$ cat src/rtl/hazard_ctrl_pkg.sv
// Shared definitions for the MIPS core: instruction field widths and the
// hazard controller's FSM state encoding.
package hazard_ctrl_pkg;

  localparam int OPCODE_W = 6;
  localparam int FUNCT_W  = 6;
  localparam int JUMP_W   = 26;

  localparam int HZ_STATE_W = 2;

  // The state records which action the controller took in the previous cycle.
  typedef enum logic [HZ_STATE_W-1:0] {
    HZ_RUN      = 2'd0,
    HZ_LU_STALL = 2'd1,
    HZ_FLUSH    = 2'd2,
    HZ_MEM_WAIT = 2'd3
  } hz_state_e;

endpackage

$ cat src/rtl/hazard_ctrl_sat_counter.sv
// Saturating event counter. Stops at all-ones and never wraps.
// The rst input is synchronous and active-low, like the rest of the core.
module sat_counter #(
  parameter int WIDTH = 16
) (
  input  logic             clk,
  input  logic             rst,
  input  logic             inc,
  output logic [WIDTH-1:0] count
);

  always_ff @(posedge clk) begin
    if (!rst) begin
      count <= '0;
    end else if (inc && (count != '1)) begin
      count <= count + 1'b1;
    end
  end

endmodule

$ cat src/rtl/hazard_ctrl.sv
// Pipeline hazard controller: load-use stalls, branch/JAL flushes, memory
// backpressure freeze, performance counters and a sticky memory-timeout flag.
module hazard_ctrl
  import hazard_ctrl_pkg::*;
#(
  parameter int AWIDTH  = 5,
  parameter int CWIDTH  = 16,
  parameter int TIMEOUT = 64
) (
  input  logic              hz_clk,
  input  logic              hz_rst,
  input  logic              hz_i_ce,
  input  logic [AWIDTH-1:0] hz_i_rs,
  input  logic [AWIDTH-1:0] hz_i_rt,
  input  logic              hz_i_uses_rt,
  input  logic              hz_i_ex_memread,
  input  logic [AWIDTH-1:0] hz_i_ex_rt,
  input  logic              hz_i_jal,
  input  logic              hz_i_br_taken,
  input  logic              hz_i_mem_busy,
  output logic              hz_o_pc_en,
  output logic              hz_o_ifid_en,
  output logic              hz_o_ifid_flush,
  output logic              hz_o_idex_flush,
  output logic              hz_o_exmem_en,
  output logic [1:0]        hz_o_state,
  output logic [CWIDTH-1:0] hz_o_stall_cnt,
  output logic [CWIDTH-1:0] hz_o_flush_cnt,
  output logic              hz_o_err
);

  localparam int WAIT_W = $clog2(TIMEOUT) + 1;

  hz_state_e         state_reg, state_next;
  logic [WAIT_W-1:0] wait_cnt_reg, wait_cnt_next;
  logic              err_reg, err_next;
  logic              lu_hazard;
  logic              stall_inc;
  logic              flush_inc;

  // Register $0 is never a real dependency; rt only matters if decode reads it.
  assign lu_hazard = hz_i_ex_memread && (hz_i_ex_rt != '0) &&
                     ((hz_i_ex_rt == hz_i_rs) ||
                      (hz_i_uses_rt && (hz_i_ex_rt == hz_i_rt)));

  always_comb begin
    hz_o_pc_en      = 1'b0;
    hz_o_ifid_en    = 1'b0;
    hz_o_ifid_flush = 1'b0;
    hz_o_idex_flush = 1'b0;
    hz_o_exmem_en   = 1'b0;
    state_next      = state_reg;
    wait_cnt_next   = wait_cnt_reg;
    err_next        = err_reg;
    stall_inc       = 1'b0;
    flush_inc       = 1'b0;

    if (!hz_i_mem_busy) begin
      wait_cnt_next = '0;
    end

    if (hz_rst && hz_i_ce) begin
      hz_o_pc_en    = 1'b1;
      hz_o_ifid_en  = 1'b1;
      hz_o_exmem_en = 1'b1;
      // Priority order matters: a frozen pipeline defers every other event,
      // and a taken branch squashes the decode slot holding a JAL or hazard.
      if (hz_i_mem_busy) begin
        hz_o_pc_en    = 1'b0;
        hz_o_ifid_en  = 1'b0;
        hz_o_exmem_en = 1'b0;
        state_next    = HZ_MEM_WAIT;
        if (wait_cnt_reg != '1) begin
          wait_cnt_next = wait_cnt_reg + 1'b1;
        end
        if (wait_cnt_reg >= WAIT_W'(TIMEOUT - 1)) begin
          err_next = 1'b1;
        end
      end else if (hz_i_br_taken) begin
        hz_o_ifid_flush = 1'b1;
        hz_o_idex_flush = 1'b1;
        state_next      = HZ_FLUSH;
        flush_inc       = 1'b1;
      end else if (lu_hazard) begin
        hz_o_pc_en      = 1'b0;
        hz_o_ifid_en    = 1'b0;
        hz_o_idex_flush = 1'b1;
        state_next      = HZ_LU_STALL;
        stall_inc       = 1'b1;
      end else if (hz_i_jal) begin
        hz_o_ifid_flush = 1'b1;
        state_next      = HZ_FLUSH;
        flush_inc       = 1'b1;
      end else begin
        state_next = HZ_RUN;
      end
    end
  end

  always_ff @(posedge hz_clk) begin
    if (!hz_rst) begin
      state_reg    <= HZ_RUN;
      wait_cnt_reg <= '0;
      err_reg      <= 1'b0;
    end else begin
      state_reg    <= state_next;
      wait_cnt_reg <= wait_cnt_next;
      err_reg      <= err_next;
    end
  end

  sat_counter #(.WIDTH(CWIDTH)) u_stall_cnt (
    .clk   (hz_clk),
    .rst   (hz_rst),
    .inc   (stall_inc),
    .count (hz_o_stall_cnt)
  );

  sat_counter #(.WIDTH(CWIDTH)) u_flush_cnt (
    .clk   (hz_clk),
    .rst   (hz_rst),
    .inc   (flush_inc),
    .count (hz_o_flush_cnt)
  );

  assign hz_o_state = state_reg;
  assign hz_o_err   = err_reg;

endmodule

$ cat config.mk
export PLATFORM = sky130hd
export DESIGN_NAME = hazard_ctrl
export DESIGN_NICKNAME = d
export VERILOG_FILES = /design/src/rtl/hazard_ctrl_pkg.sv /design/src/rtl/hazard_ctrl_sat_counter.sv /design/src/rtl/hazard_ctrl.sv
export SDC_FILE = /design/constraint.sdc
export NUM_CORES = 1
export LEC_CHECK = 0
export ABC_AREA = 1
export ABC_CLOCK_PERIOD_IN_PS = 3700
export CAP_MARGIN = 30
export CORE_ASPECT_RATIO = 0.9
export CORE_MARGIN = 4
export CORE_UTILIZATION = 56
export CTS_BUF_LIST = sky130_fd_sc_hd__clkbuf_8
export DETAILED_ROUTE_END_ITERATION = 16
export GPL_ROUTABILITY_DRIVEN = 0
export PLACE_DENSITY = 0.86
export SLEW_MARGIN = 15
export SYNTH_ARGS = -nofsm -noshare
export SYNTH_HDL_FRONTEND = slang
export SYNTH_SLANG_ARGS = --single-unit
export TNS_END_PERCENT = 1
$ cat constraint.sdc
create_clock -name hz_clk -period 3.7 [get_ports hz_clk]
set_input_delay 1.11 -clock hz_clk [delete_from_list [all_inputs] [get_ports hz_clk]]
set_output_delay 1.11 -clock hz_clk [all_outputs]
set_load 0.01 [all_outputs]
==> impl_metrics.tcl, run 1 <==
set metrics [dict create \
    min_path_type "reg2reg" \
    drt_pass1_iterations 5 \
    setup.worst_path.start_class "input pin" \
    largest_net_degree_at_the_start_of_global_routing 24 \
    insertion_delay_ps 300 \
    start_util_pct 58.5 \
    placed_cells 514 \
    buffers_on_ports 62 \
    holdBufCountCts 0 \
    die_height_um 73.0 \
    cp_dominant_cell_by_count "clkdlybuf4s50_1" \
    die_width_um 80.2 \
    fill_cells 357 \
    design.die.area_um2 5850 \
    tritoncts "built" \
    cts_buffer_depth 2 \
    final-seq-area_um2 841 \
    grt_pass1_wl_mm 10.6 \
    synth.yosys.seq_area_share_pct 32.0 \
    drc 0 \
    tightestPinTransition_ps 628 \
    crit_path_end_kind "output pin" \
    numCtsBuffers 5 \
    power.density_nw_per_um2 266 \
    final.min_clock_period_ps 3580 \
    drive_gt1_share_pct 11.9 \
    number_of_i_o_pins 63 \
    post_layout_nonfiller_instances 523 \
    antenna-diode-count 0 \
    placed_area_um2 3330 \
    synth.net_count 416 \
    total_congestion_overflow_after_global_routing 0 \
    cp_top_family "buffers and inverters" \
    area_fraction_of_the_dominant_cell_type_after_synthesis_pct 32.0 \
    detail_route.wl_per_cell_um 12.1 \
    synthesis.yosys.warnings 0 \
    core.rowCount 23 \
    crit_buf_inv 2 \
    final-hold-violation-count 0 \
    grt_pass1_vias 2465 \
    finalPower_w 0.000919 \
    max_stage_delay_ps 580 \
    via_per_inst 5.13 \
    outcome "finished clean" \
    synth_area_leader_cell "dfxtp_1" \
    timing.final.setup_violations 0 \
    worstPathCellList "clkdlybuf4s50_1 -> nand2_1 -> nor2_4 -> clkdlybuf4s50_1" \
    fmax_ghz 0.279 \
    detailedPlacementHpwl_mm 4.73 \
    maxSlewHeadroom_pct 58.1 \
    cts_root_buf "clkbuf_8" \
    whs_ps 500 \
    grt_setup_unrepaired "true" \
    routed-via-count 2684 \
    synth_area_per_cell_um2 6.74 \
    core_area_um2 4490 \
    flow.area_growth_from_synthesis_pct 31.3 \
    crit_slowest_cell "clkdlybuf4s50_1" \
    worst-path-max-fanout 6 \
    htreeDepth 2 \
    layout.cells.most_common "nand2_1" \
    synthTopCellsByArea "dfxtp_1 32%, nand2_1 15%, inv_1 7.7%, nand3_1 6.1%, xor2_1 5.7%" \
    crit_arrival_ps 2470 \
    vdd.ir_drop.worst_v 0.000167 \
    post_synth_inst_count 390 \
    report.final.slew_viol_count 0 \
    clk_transition_reported_paths_ps 80 \
    detailedRoute.firstIterationViolations 168 \
    cts.sink_count 42 \
    fin_worst_skew_ps 9.04 \
    postRouteWirelength_mm 6.31 \
    yosys.cell_types.count 35 \
    leakage_nw 1.41 \
    multi_input_area_um2 1510 \
    most_used_cells_in_the_layout_excluding_fill_and_tap_cells "102 x nand2_1, 54 x inv_1, 53 x clkdlybuf4s50_1, 42 x dfxtp_1" \
    criticalPathCategory "in2out" \
    timing.critical_path.required_ps 2590 \
    postSynthRegisterBits 42 \
    gr-usage-all-layers_pct 22.3 \
    final_net_count 486 \
    maxCapViolations 0 \
    detail-route-antenna-nets 0 \
    timing.setup.tns_ps 0 \
    postLayoutCellArea_um2 3450 \
    syn_area_um2 2630 \
    antenna_found_initial 0 \
    layout_worst_path_cycle_share_pct 96.9 \
]
-- logic make-up after synthesis --
| family | after synthesis | synth area share [%] |
|---|---|---|
| buf+inv | 66 | 10.9 |
| simple gates | 203 | 35.4 |
| xor+xnor | 28 | 9.33 |
| flops | 42 | 32.0 |
| fa+ha+maj | 3 | 1.43 |
| compound gates | 48 | 11.0 |
-- per-layer routing --
layer / wire (um) / track usage, % / vias up
li1: - / - / 1375
met1: 2780 / 27.2 / 1226
met2: 3210 / 40.1 / 79
met3: 289 / 5.06 / 4
met4: 27 / 4.69 / 0
met5: 0 / 0 / -
-- stage by stage --
stage               setup WS (ps)  util [%]
finish                        116      76.8
global route                -15.2      76.8
CTS                         -9.61      76.6
detailed placement           -235      74.1
global placement             -199      74.1
floorplan                     617         -
-- layout make-up --
class / count / area share, %
Sequential cell: 42 / 24.4
Inverter: 55 / 5.98
Tap cell: 62 / 2.25
Clock inverter: 3 / 1.31
Timing Repair Buffer: 74 / 20.3
Clock buffer: 5 / 1.99
Multi-Input combinational cell: 282 / 43.8
-- path summary, 6_finish.rpt --
check / start / endpoint / slack, ps / cells after the start
min reg2reg: wait_cnt_reg[2] / wait_cnt_reg[2] / 500 / 2
max: hz_i_ce / hz_o_exmem_en / 120 / 4
min: wait_cnt_reg[2] / wait_cnt_reg[2] / 500 / 2
max reg2reg: u_stall_cnt.count[0] / u_stall_cnt.count[1] / 1460 / 9
-- worst reg2reg max path: cells and delay by family (launching register included) --
kind                     cells  cell delay [ps]
AND/OR/NAND/NOR              7             1410
adder cells (fa/ha/maj)      1              270
buffers and inverters        1               70
flip-flops                   1              400
-- what timing repair did --
item                                    4_1_cts  5_1_grt
endpoints found under the setup margin        4        5
setup buffers                                 0        1
pin swaps                                     0        2
gates resized for setup                       8       10
-- synthesized netlist by cell type --
library cell    n
nand3_1        32
o21ai_0         7
a21oi_2        10
nor3b_1         1
inv_2           1
clkbuf_1        3
buf_2           3
nand2_8         1
nand2_1       102
a31oi_1         1
nand4_2         1
buf_12          1
nor3_2          1
o32ai_1         1
nor2_4          1
o21bai_1        1
or3_1           1
nor2_2          3
nand4_1         6
nor3_4          1
nand2_2        11
buf_4           3
xor2_1         17
nor2_1         31
ha_1            3
xnor2_1        11
buf_6           1
o21ai_1         2
dfxtp_1        42
a211oi_1        1
nor4_1          1
nor3_1          9
a21oi_1        25
nand3_2         1
inv_1          54
-- power breakdown --
part	total, W	internal (W)	switching, W
clock network	0.000373	0.000201	0.000172
logic	0.0000901	0.0000440	0.0000461
registers	0.000456	0.000454	0.00000207
total	0.000919	0.000699	0.000220
Power figures use the tool's default switching activity.
==> run 2, diff against run 1 <==
Settings changed: CAP_MARGIN 30 to 20, SETUP_SLACK_MARGIN from default to 0.2.
==> run 2 against run 1 <==
Effect of this change:
- first-iteration DRC count fell by 18%
- worst setup slack improved by 66 ps
- routed wire length barely moved
- largest power group unchanged
==> impl_metrics.tcl, run 2 (synthesis results as in run 1) <==
set metrics [dict create \
    detail-route-antenna-nets 0 \
    report.final.slew_viol_count 0 \
    power.density_nw_per_um2 267 \
    whs_ps 500 \
    tritoncts "built" \
    flow.area_growth_from_synthesis_pct 30.8 \
    vdd.ir_drop.worst_v 0.000166 \
    layout_worst_path_cycle_share_pct 95.1 \
    detailedPlacementHpwl_mm 4.73 \
    total_congestion_overflow_after_global_routing 0 \
    gr-usage-all-layers_pct 22.6 \
    crit_path_end_kind "output pin" \
    antenna_found_initial 0 \
    drive_gt1_share_pct 12.1 \
    cts_buffer_depth 2 \
    cts.sink_count 42 \
    maxSlewHeadroom_pct 57.7 \
    number_of_i_o_pins 63 \
    timing.setup.tns_ps 0 \
    grt_setup_unrepaired "true" \
    outcome "finished clean" \
    max_stage_delay_ps 480 \
    core.rowCount 23 \
    start_util_pct 58.5 \
    clk_transition_reported_paths_ps 80 \
    die_width_um 80.2 \
    antenna-diode-count 0 \
    tightestPinTransition_ps 635 \
    setup.worst_path.start_class "input pin" \
    criticalPathCategory "in2out" \
    routed-via-count 2696 \
    fill_cells 363 \
    detail_route.wl_per_cell_um 12.1 \
    worst-path-max-fanout 3 \
    worstPathCellList "clkdlybuf4s50_1 -> inv_1 -> nand2_1 -> nand2_1 -> nor2_1 -> nand3_1 -> nand2_1 -> nand3_2 -> nand3_2 -> inv_1 -> buf_2" \
    crit_arrival_ps 2410 \
    min_path_type "reg2reg" \
    via_per_inst 5.15 \
    final_net_count 486 \
    grt_pass1_vias 2485 \
    leakage_nw 1.40 \
    crit_slowest_cell "clkdlybuf4s50_1" \
    insertion_delay_ps 300 \
    core_area_um2 4490 \
    cts_root_buf "clkbuf_8" \
    die_height_um 73.0 \
    maxCapViolations 0 \
    postRouteWirelength_mm 6.31 \
    timing.critical_path.required_ps 2590 \
    htreeDepth 2 \
    final-hold-violation-count 0 \
    buffers_on_ports 62 \
    most_used_cells_in_the_layout_excluding_fill_and_tap_cells "102 x nand2_1, 54 x inv_1, 52 x clkdlybuf4s50_1, 42 x dfxtp_1" \
    largest_net_degree_at_the_start_of_global_routing 24 \
    cp_dominant_cell_by_count "nand2_1" \
    cp_top_family "buffers and inverters" \
    final.min_clock_period_ps 3520 \
    fmax_ghz 0.284 \
    grt_pass1_wl_mm 10.7 \
    detailedRoute.firstIterationViolations 138 \
    drt_pass1_iterations 5 \
    crit_buf_inv 4 \
    fin_worst_skew_ps 10.5 \
    design.die.area_um2 5850 \
    timing.final.setup_violations 0 \
    drc 0 \
    layout.cells.most_common "nand2_1" \
    numCtsBuffers 5 \
]
## run 2: worst register-to-register path, cell delays in order, from the launching register on
cell and delay [ps]:
dfxtp_1 400, ha_1 260, nand2_2 100, nor3_4 240
nand2_1 70, or3_1 600, nand2_8 280, inv_2 70
nor2_1 90, nor2_1 50
## run 2: through the flow
stage	utilization, %	setup WS, ps	instances	power, W	cell area [um2]
after floorplan	-	617	390	0.000508	2630
after global placement	74.1	-199	514	0.000556	3330
after detailed placement	74.1	-235	514	0.000558	3330
after CTS	76.5	143	523	0.000922	3430
after global routing	76.5	67.3	523	0.000949	3440
final	76.5	182	523	0.000917	3440
## run 2: final cells by class
class / instances / area, um2 / share of cell area [%]
clock buffer: 5 / 68.8 / 2.00
timing repair buffer: 74 / 687 / 20.0
sequential: 42 / 841 / 24.5
clock inverter: 3 / 45.0 / 1.31
inverter: 55 / 206 / 6.01
multi-input combinational: 282 / 1510 / 44.0
tap: 62 / 77.6 / 2.26
## run 2: final timing paths
kind                                           start  slack, ps                    to  depth (start not counted)
worst min register to register       wait_cnt_reg[2]        500       wait_cnt_reg[2]                          2
worst max-delay path                      hz_i_rt[1]        180       hz_o_ifid_flush                         11
worst min-delay path                 wait_cnt_reg[2]        500       wait_cnt_reg[2]                          2
worst max register to register  u_stall_cnt.count[0]       1450  u_stall_cnt.count[1]                          9
## run 2: repair_timing
| action | 4_1_cts | 5_1_grt |
|---|---|---|
| cloned | 0 | 0 |
| hold buffers | 0 | 0 |
| endpoints found under the setup margin | 5 | 5 |
| pin swaps | 2 | 0 |
| resized for setup | 23 | 1 |
| setup buffers | 1 | 0 |
## run 2: power breakdown
part           switching [W]  internal [W]
clock               0.000171      0.000201
combinational      0.0000461     0.0000431
sequential        0.00000210      0.000454
## run 2: routing by layer
layer / track usage (%) / routed length (um) / vias to the layer above
met5: 0 / 0 / -
met4: 4.69 / 59 / 0
met3: 5.06 / 349 / 8
met2: 40.7 / 3230 / 80
met1: 27.4 / 2670 / 1234
li1: - / - / 1374
==> run 3, diff against run 2 <==
Settings changed: CAP_MARGIN 20 to default, PLACE_DENSITY 0.86 to 0.85, SYNTH_HIERARCHICAL from default to 1.
==> run 3 against run 2 <==
Effect of this change:
- global-route usage down 0.78 points
- sequential share of layout area fell by 1.3 points
- clock skew about the same
- worst setup slack better by 61 ps
- critical path type unchanged
- largest cell class unchanged
==> impl_metrics.tcl, run 3 <==
set metrics [dict create \
    synth-edff-count 0 \
    antenna_found_initial 0 \
    placed_area_um2 3460 \
    yosys.cell_types.count 29 \
    die_width_um 82.1 \
    timing.final.setup_violations 0 \
    synth_area_leader_cell "dfxtp_1" \
    buffers_on_ports 62 \
    synth.net_count 457 \
    grt_pass1_wl_mm 10.7 \
    leakage_nw 1.68 \
    tightestPinTransition_ps 367 \
    synth_area_per_cell_um2 6.43 \
    criticalPathCategory "in2out" \
    final-hold-violation-count 0 \
    gr-usage-all-layers_pct 21.8 \
    clk_transition_reported_paths_ps 70 \
    synthesis.yosys.warnings 6 \
    grt_setup_unrepaired "false" \
    drive_gt1_share_pct 16.2 \
    vdd.ir_drop.worst_v 0.000190 \
    cts_buffer_depth 2 \
    synthTopCellsByArea "dfxtp_1 30%, nand2_1 17%, nor2_1 11%, inv_1 6.5%, nand3_1 6.1%" \
    via_per_inst 5.00 \
    post_layout_nonfiller_instances 570 \
    final.min_clock_period_ps 3460 \
    power.density_nw_per_um2 255 \
    tritoncts "built" \
    core.rowCount 24 \
    postSynthRegisterBits 42 \
    finalPower_w 0.000924 \
    multi_input_area_um2 1680 \
    total_congestion_overflow_after_global_routing 0 \
    drt_pass1_iterations 4 \
    crit_arrival_ps 2350 \
    fill_cells 392 \
    cts.sink_count 42 \
    post_synth_inst_count 431 \
    htreeDepth 2 \
    detail_route.wl_per_cell_um 11.1 \
    maxSlewHeadroom_pct 75.5 \
    grt_pass1_vias 2616 \
    setup.worst_path.start_class "input pin" \
    outcome "finished clean" \
    crit_path_end_kind "output pin" \
    postLayoutCellArea_um2 3630 \
    insertion_delay_ps 290 \
    routed-via-count 2849 \
    fmax_ghz 0.289 \
    flow.area_growth_from_synthesis_pct 30.9 \
    detail-route-antenna-nets 0 \
    detailedRoute.firstIterationViolations 139 \
    final-seq-area_um2 841 \
    drc 0 \
    antenna-diode-count 0 \
    layout.cells.most_common "nand2_1" \
    postRouteWirelength_mm 6.30 \
    fin_worst_skew_ps 10.9 \
    start_util_pct 57.7 \
    core_area_um2 4800 \
    timing.critical_path.required_ps 2590 \
    holdBufCountCts 0 \
    worst-path-max-fanout 3 \
    synth_ff_type "dfxtp_1" \
    synth.yosys.seq_area_share_pct 30.4 \
    syn_area_um2 2770 \
    min_path_type "reg2reg" \
    number_of_i_o_pins 63 \
    die_height_um 74.7 \
    placed_cells 561 \
    detailedPlacementHpwl_mm 4.81 \
    synth.most_common_cell "nand2_1" \
    final_net_count 531 \
    area_fraction_of_the_dominant_cell_type_after_synthesis_pct 30.4 \
    report.final.slew_viol_count 0 \
    maxCapViolations 0 \
    synthArstFlopShare_pct 0 \
    numCtsBuffers 5 \
    design.die.area_um2 6140 \
    largest_net_degree_at_the_start_of_global_routing 37 \
    layout_worst_path_cycle_share_pct 93.4 \
    most_used_cells_in_the_layout_excluding_fill_and_tap_cells "120 x nand2_1, 81 x nor2_1, 46 x inv_1, 43 x clkdlybuf4s50_1, 42 x dfxtp_1" \
    cts_root_buf "clkbuf_8" \
    yosys-top-cells-count "123 x nand2_1, 82 x nor2_1, 48 x inv_1, 42 x dfxtp_1, 34 x nand3_1" \
]
run 3: area by class of cell:
cell class                 count  share of cell area, %
clock buffer                   6                   2.28
clock inverter                 1                  0.828
inverter                      49                   5.07
multi-input combinational    333                   46.4
sequential                    42                   23.2
tap                           65                   2.24
timing repair buffer          74                   20.0
run 3: logic make-up after synthesis:
family | count (synthesis) | share of synthesized area (%)
AND/OR/NAND/NOR | 298 | 51.9
adder cells (fa/ha/maj) | 3 | 1.36
buffers and inverters | 56 | 9.89
AO/OA/AOI/OAI | 30 | 5.87
XOR/XNOR | 2 | 0.632
flip-flops | 42 | 30.4
run 3: per-stage QoR:
stage | setup slack [ps] | TNS, ps | util (%) | hold slack (ps)
CTS | 106 | 0 | 74.5 | 467
global route | 195 | 0 | 75.5 | 508
floorplan | 735 | 0 | - | 450
global placement | -262 | -795 | 72.0 | 441
detailed placement | -381 | -1300 | 72.0 | 450
finish | 243 | 0 | 75.5 | 465
run 3: metal layers:
layer / up-vias / track usage, % / routed length, um
met5: - / 0 / 0
met1: 1300 / 25.2 / 2770
met4: 0 / 6.09 / 85
li1: 1478 / - / -
met2: 63 / 39.2 / 3100
met3: 8 / 6.22 / 350
run 3: what timing repair did:
item,CTS,global route
resized for setup,26,19
pin swaps,4,10
gates cloned,0,0
setup endpoints to repair,5,4
setup buffers,1,1
run 3: where the power goes:
group / internal [W] / switching (W)
logic: 0.0000484 / 0.0000498
clock network: 0.000216 / 0.000152
registers: 0.000455 / 0.00000266
total: 0.000719 / 0.000205
run 3: final timing paths:
kind	start	to	slack (ps)	cells past startpoint
worst max-delay path	hz_i_uses_rt	hz_o_pc_en	240	9
worst min-delay path	hz_o_err	hz_o_err	460	2
worst max register to register	u_stall_cnt/count[0]	u_stall_cnt/count[1]	2210	9
worst min register to register	hz_o_err	hz_o_err	460	2
run 3: critical path, cell delays in order:
cell and delay [ps]:
clkdlybuf4s50_1 450, nand2_1 50, nor2_1 140, nand3_1 110
nand2_2 110, nand3_2 90, nand2_2 110, inv_2 50
buf_6 110
